`src/rtl/arf132b064e1r1w0cbbehbaa4acw_rcb_pkg.sv`:
```
// Shared types and parameter limits for the multi-channel regional clock buffer.
package arf132b064e1r1w0cbbehbaa4acw_rcb_pkg;

    typedef enum logic [1:0] {OFF, WAKE, ON, HOLD} rcb_state_t;

    localparam int WAKE_CNT_W   = 3;
    localparam int NUM_CH_MIN   = 1;
    localparam int NUM_CH_MAX   = 16;
    localparam int WAKE_LAT_MIN = 1;
    localparam int WAKE_LAT_MAX = 7;

    function automatic bit rcb_params_ok(input int num_ch, input int wake_lat, input int idle_w);
        return (num_ch >= NUM_CH_MIN) && (num_ch <= NUM_CH_MAX) &&
               (wake_lat >= WAKE_LAT_MIN) && (wake_lat <= WAKE_LAT_MAX) && (idle_w >= 1);
    endfunction

endpackage

```
`src/rtl/arf132b064e1r1w0cbbehbaa4acw_rcb_and.sv`:
```
// Per-channel clock AND cell with a low-phase enable latch so enable changes never chop a pulse.
module arf132b064e1r1w0cbbehbaa4acw_rcb_and (
    input  logic ck_i,
    input  logic en_i,
    input  logic fd_i,
    input  logic rd_i,
    output logic ck_o
);
    logic en_l;

    always_latch begin
        if (!ck_i) en_l <= en_i;
    end

    assign ck_o = ck_i & en_l;

    // LCP trim bits only matter to the physical cell; the behavioural model ignores them.
    logic unused_lcp;
    assign unused_lcp = fd_i ^ rd_i;

endmodule

```
`src/rtl/arf132b064e1r1w0cbbehbaa4acw_rcb_ch_ctl.sv`:
```
// One-channel power-enable FSM: wake latency, idle-hold hysteresis, registered ChEn/Ready.
module arf132b064e1r1w0cbbehbaa4acw_rcb_ch_ctl
    import arf132b064e1r1w0cbbehbaa4acw_rcb_pkg::*;
#(
    parameter int IDLE_W   = 4,
    parameter int WAKE_LAT = 2
) (
    input  logic              clk_i,
    input  logic              rst_n_i,
    input  logic              rpen_i,
    input  logic [IDLE_W-1:0] idle_dly_i,
    output logic              ch_en_o,
    output logic              ch_en_d_o,
    output logic              ready_o
);
    localparam logic [WAKE_CNT_W-1:0] WAKE_LOAD = WAKE_CNT_W'(WAKE_LAT - 1);

    rcb_state_t              state_q, state_d;
    logic [WAKE_CNT_W-1:0]   wake_cnt_q, wake_cnt_d;
    logic [IDLE_W-1:0]       idle_cnt_q, idle_cnt_d;
    logic                    rpen_q;
    logic                    ch_en_q, ch_en_d, ready_q, ready_d;

    // RPEn is registered first, which provides the one-edge lead before ChEn moves.
    always_comb begin
        state_d    = state_q;
        wake_cnt_d = wake_cnt_q;
        idle_cnt_d = idle_cnt_q;
        case (state_q)
            OFF: if (rpen_q) begin
                state_d    = WAKE;
                wake_cnt_d = WAKE_LOAD;
            end
            WAKE: if (wake_cnt_q == '0) state_d = ON;
                  else                  wake_cnt_d = wake_cnt_q - WAKE_CNT_W'(1);
            ON: if (!rpen_q) begin
                if (idle_dly_i == '0) state_d = OFF;
                else begin
                    state_d    = HOLD;
                    idle_cnt_d = idle_dly_i - IDLE_W'(1);
                end
            end
            HOLD: if (rpen_q) begin
                state_d    = ON;
                idle_cnt_d = '0;
            end else if (idle_cnt_q == '0) state_d = OFF;
            else idle_cnt_d = idle_cnt_q - IDLE_W'(1);
            default: state_d = OFF;
        endcase
        ch_en_d = (state_d != OFF);
        ready_d = (state_d == ON) || (state_d == HOLD);
    end

    always_ff @(posedge clk_i) begin
        if (!rst_n_i) begin
            state_q    <= OFF;
            wake_cnt_q <= '0;
            idle_cnt_q <= '0;
            rpen_q     <= 1'b0;
            ch_en_q    <= 1'b0;
            ready_q    <= 1'b0;
        end else begin
            state_q    <= state_d;
            wake_cnt_q <= wake_cnt_d;
            idle_cnt_q <= idle_cnt_d;
            rpen_q     <= rpen_i;
            ch_en_q    <= ch_en_d;
            ready_q    <= ready_d;
        end
    end

    assign ch_en_o   = ch_en_q;
    assign ch_en_d_o = ch_en_d;
    assign ready_o   = ready_q;

endmodule

```
`src/rtl/blk_06e8e8.sv`:
```
// Multi-channel regional clock buffer controller: per-channel FSMs, override OR, AnyOn register.
module blk_06e8e8
    import arf132b064e1r1w0cbbehbaa4acw_rcb_pkg::*;
#(
    parameter int NUM_CH   = 4,
    parameter int IDLE_W   = 4,
    parameter int WAKE_LAT = 2
) (
    input  logic              CkGridX1N,
    input  logic              RstbX1N,
    input  logic [NUM_CH-1:0] RPEn,
    input  logic              RPOvrd,
    input  logic              FscanClkUngate,
    input  logic [IDLE_W-1:0] IdleDly,
    input  logic [NUM_CH-1:0] Fd,
    input  logic [NUM_CH-1:0] Rd,
    output logic [NUM_CH-1:0] CkRcbX1N,
    output logic [NUM_CH-1:0] Ready,
    output logic              AnyOn
);
    if (!rcb_params_ok(NUM_CH, WAKE_LAT, IDLE_W)) begin : g_bad_params
        $error("blk_06e8e8: parameter out of range");
    end

    logic [NUM_CH-1:0] ch_en, ch_en_d, en;
    logic              any_on_q;
    logic              force_on;

    // Overrides bypass the FSMs so they act without waiting for a state change.
    assign force_on = RPOvrd | FscanClkUngate;

    for (genvar i = 0; i < NUM_CH; i++) begin : g_ch
        arf132b064e1r1w0cbbehbaa4acw_rcb_ch_ctl #(
            .IDLE_W   (IDLE_W),
            .WAKE_LAT (WAKE_LAT)
        ) u_ctl (
            .clk_i      (CkGridX1N),
            .rst_n_i    (RstbX1N),
            .rpen_i     (RPEn[i]),
            .idle_dly_i (IdleDly),
            .ch_en_o    (ch_en[i]),
            .ch_en_d_o  (ch_en_d[i]),
            .ready_o    (Ready[i])
        );

        assign en[i] = ch_en[i] | force_on;

        arf132b064e1r1w0cbbehbaa4acw_rcb_and u_and (
            .ck_i (CkGridX1N),
            .en_i (en[i]),
            .fd_i (Fd[i]),
            .rd_i (Rd[i]),
            .ck_o (CkRcbX1N[i])
        );
    end

    always_ff @(posedge CkGridX1N) begin
        if (!RstbX1N) any_on_q <= 1'b0;
        else          any_on_q <= |ch_en_d;
    end

    assign AnyOn = any_on_q;

endmodule

```
`config.mk`:
```
export PLATFORM = sky130hd
export DESIGN_NAME = blk_06e8e8
export DESIGN_NICKNAME = d
export VERILOG_FILES = /design/src/rtl/arf132b064e1r1w0cbbehbaa4acw_rcb_pkg.sv /design/src/rtl/arf132b064e1r1w0cbbehbaa4acw_rcb_and.sv /design/src/rtl/arf132b064e1r1w0cbbehbaa4acw_rcb_ch_ctl.sv /design/src/rtl/blk_06e8e8.sv
export SDC_FILE = /design/constraint.sdc
export NUM_CORES = 1
export LEC_CHECK = 0
export ABC_AREA = 0
export BUFFER_PORTS_ARGS = -buffer_cell sky130_fd_sc_hd__buf_4
export CAP_MARGIN = 40
export CORE_UTILIZATION = 30
export DETAILED_ROUTE_END_ITERATION = 8
export GPL_TIMING_DRIVEN = 0
export SYNTH_ARGS = -nofsm -noshare
export SYNTH_HDL_FRONTEND = slang
export SYNTH_SLANG_ARGS = --single-unit
```
`constraint.sdc`:
```
create_clock -name CkGridX1N -period 1.8 [get_ports CkGridX1N]
set_input_delay 0.36 -clock CkGridX1N [delete_from_list [all_inputs] [get_ports CkGridX1N]]
set_output_delay 0.36 -clock CkGridX1N [all_outputs]
set_load 0.03 [all_outputs]
```
==> impl_metrics.yaml <==
cells_and_area:
  area_growth_pct: 19.7
  finalNetCount: 439
  drive_above_1_share: 0.216
  diodes: 0
  post-route-util: 0.372
  n_fill_cell: 1042
  fin_cells: 536
yosys:
  synth_fa_ha_area_frac: 0.0700
  syn_area_mm2: 0.00304
  syn_inst: 368
  postSynthRegisterBits: 52
  synth_area_per_cell_um2: 8.25
  synth_top_family_by_area: "simple AND/OR/NAND/NOR gates"
  ys.warnings.count: 0
  ys_types: 57
  synth_area_leaders: "dfxtp_1 32%, ha_1 7.0%, o21ai_0 5.4%"
  synthFlopType: "dfxtp_1"
  synth_top_area_cell: "dfxtp_1"
  synth-xor-area-share: 0.0173
  synth_commonest_cells: "48 x dfxtp_1, 33 x o21ai_0, 28 x inv_1"
  syn-num-nets: 405
  synth-simple-area-share: 0.235
  synth_top_area_share: 0.316
  synth_compound_area_frac: 0.232
  synth_most_common_cell: "dfxtp_1"
  muxShareOfSynthArea: 0.0206
  synth-edff-count: 0
  synth-async-reset-ratio: 0
clock_network:
  hold_buffers: 0
  cts_tree: "yes"
  clk_pin_slew_worst_paths_ns: 0.10
  insertion_delay_ns: 0.42
worst_setup_path:
  endpoint_kind: "output port"
  crit_family: "latches"
  critPathSlowestCell: "dlxtn_1"
  r2r_start: "g_ch[0].u_ctl.idle_cnt_q[0]"
  r2r_cells: 7
  cp.buffers_inverters: 1
  critPathLaunchType: "latch"
  critical_path_class: "latch to output port"
  critical_path_arrival_ns: 1.97
  crit_required_ns: 1.44
  critPathMaxFanout: 1
  r2r-end: "g_ch[0].u_ctl.idle_cnt_q[1]"
  crit_chain: "and2_4 -> buf_6"
  r2r_slack_ns: 0.02
  cpPeakStageDelay_ns: 0.40
min_path:
  hold_depth: 2
  hp-start: "RPEn[1]"
  worstHoldEndpoint: "g_ch[1].u_ctl.rpen_q"
  hold_path.class: "primary input to flip-flop"
power_and_ir_drop:
  p_leak_nw: 1.43
  p_per_area_mw_per_mm2: 1040
  ir_drop_v: 0.000577
drt:
  routed_wl_mm: 7.35
  vias_per_cell: 4.96
  ant_nets: 0
  initialDrtViolationCount: 135
  firstDrtPassIters: 4
  routedWlPerCell_um: 13.7
  drc_errors: 0
  num_vias: 2657
global_routing:
  antenna_found_initial: 0
  grt_max_degree: 17
  grt_usage: 0.146
  grt_pass1_vias: 2529
  grt_overflow: 0
  grt_first_pass_wirelength_mm: 11.8
place:
  dp.cells: 521
  hpwl_mm: 4.95
  portBuffers: 20
  routabilityCongestion: 0.819
status:
  violations: "negative setup slack"
  outcome: "finished with violations"
timing:
  setup_ws_ns: -0.530
  fin_skew_ns: 0.00522
  max_slew_margin: 0.505
  drv_slew: 0
  hold_viol: 0
  rsz0062_at_grt: "yes"
  worstMarginPinSlew_ns: 0.743
  setup_violations: 8
floorplanning:
  die_h_um: 103
  rows: 36
  initial_core_util: 0.311
  die_x_um: 103
  pin_count: 29
  die_area_mm2: 0.0105
  coreArea_mm2: 0.00977
run:
  drv_cap: 0
==> how the worst max path moves through the flow <==
stage                                  start          end  slack [ns]  depth (start not counted)
final                     g_ch[0].u_and.en_l  CkRcbX1N[0]       -0.53                          2
after global routing      g_ch[0].u_and.en_l  CkRcbX1N[0]       -0.57                          2
after CTS                 g_ch[0].u_and.en_l  CkRcbX1N[0]       -0.55                          2
after detailed placement          IdleDly[0]        AnyOn       -0.27                          9
after global placement            IdleDly[0]        AnyOn       -0.27                          9
after floorplan           g_ch[0].u_and.en_l  CkRcbX1N[0]       -0.07                          2
==> cells in the final DEF, fill, tap and decap left out, types with 3 or more instances in the layout <==
| cell type | netlist | layout |
|---|---|---|
| o21ai_0 | 33 | 31 |
| dfxtp_1 | 48 | 46 |
| a221oi_1 | 4 | 4 |
| or3b_2 | 4 | 3 |
| and2_4 | 0 | 4 |
| xor2_1 | 5 | 5 |
| and2_1 | 18 | 14 |
| clkbuf_1 | 12 | 9 |
| nor3_1 | 23 | 22 |
| nor2b_1 | 6 | 6 |
| nand3_1 | 4 | 4 |
| nand2b_1 | 8 | 8 |
| buf_4 | 8 | 25 |
| clkbuf_8 | 0 | 10 |
| or3_1 | 5 | 5 |
| nor2_1 | 25 | 25 |
| a211oi_1 | 5 | 4 |
| buf_2 | 3 | 3 |
| nand2_1 | 20 | 20 |
| inv_2 | 0 | 7 |
| dlxtn_1 | 4 | 4 |
| buf_6 | 4 | 10 |
| a31oi_1 | 3 | 3 |
| a21oi_1 | 24 | 24 |
| o211ai_1 | 5 | 5 |
| inv_1 | 28 | 21 |
| ha_1 | 17 | 14 |
| nor4b_1 | 5 | 5 |
| mux2i_1 | 4 | 4 |
==> cell type report <==
| cell class | instances | area (um^2) | area share |
|---|---|---|---|
| inverter | 28 | 105 | 0.0289 |
| clock buffer | 14 | 183 | 0.0503 |
| timing repair buffer | 24 | 200 | 0.0551 |
| buffer | 22 | 134 | 0.0368 |
| tap | 133 | 166 | 0.0458 |
| clock inverter | 2 | 15.0 | 0.00413 |
| multi-input combinational | 261 | 1810 | 0.497 |
| sequential | 52 | 1020 | 0.282 |
==> layer usage <==
layer | up-vias | track usage | share of wire
li1 | 1369 | - | -
met1 | 1217 | 0.192 | 0.48
met3 | 13 | 0.0264 | 0.045
met4 | 0 | 0.0725 | 0.021
met5 | - | 0 | 0
met2 | 58 | 0.230 | 0.45
==> state kept, by name (all words and copies together), names as in the netlist <==
signal / count
AnyOn: 1
g_ch.u_ctl.ready_o: 3
g_ch.u_ctl.rpen_q: 4
g_ch.u_ctl.idle_cnt_q: 16
g_ch.u_ctl.ch_en_o: 4
g_ch.u_ctl.wake_cnt_q: 12
g_ch.u_ctl.state_q: 8
g_ch.u_and.en_l: 4
==> report_power, final <==
group	internal [mW]	total (mW)	switching, mW
clock	0.746	1.44	0.697
combinational	0.445	0.991	0.546
sequential	1.25	1.34	0.0875
total	2.44	3.77	1.33
==> worst register-to-register path, stage by stage, from the launching register on <==
cell	delay (ns)
dfxtp_1	0.33
inv_2	0.08
ha_1	0.16
or4b_4	0.47
a32oi_4	0.26
buf_6	0.14
nor3_2	0.04
a211oi_2	0.21
==> kinds of logic (layout without fill, tap and decap cells) <==
group / count (synthesis) / count (layout)
xor+xnor: 6 / 6
flops: 48 / 48
latches: 4 / 4
mux: 6 / 6
simple gates: 130 / 130
compound gates: 102 / 102
buf+inv: 55 / 90
fa+ha+maj: 17 / 17
==> through the flow <==
| stage | setup slack, ns | area (um^2) | hold WS [ns] | TNS [ns] | power [mW] |
|---|---|---|---|---|---|
| final | -0.530 | 3630 | 0.140 | -2.11 | 3.77 |
| after global placement | -0.272 | 3380 | 0.467 | -5.02 | 2.75 |
| after CTS | -0.547 | 3530 | 0.132 | -2.17 | 3.74 |
| after detailed placement | -0.272 | 3380 | 0.478 | -5.64 | 2.77 |
| after global routing | -0.575 | 3630 | 0.119 | -2.40 | 4.01 |
| after floorplan | -0.0670 | 3060 | 0.454 | -0.268 | 2.45 |
==> timing repair <==
item	4_1_cts	5_1_grt
buffers inserted	2	6
endpoints found under the setup margin	12	18
pin swaps	4	10
gates resized for setup	13	19
Power figures use the tool's default switching activity.
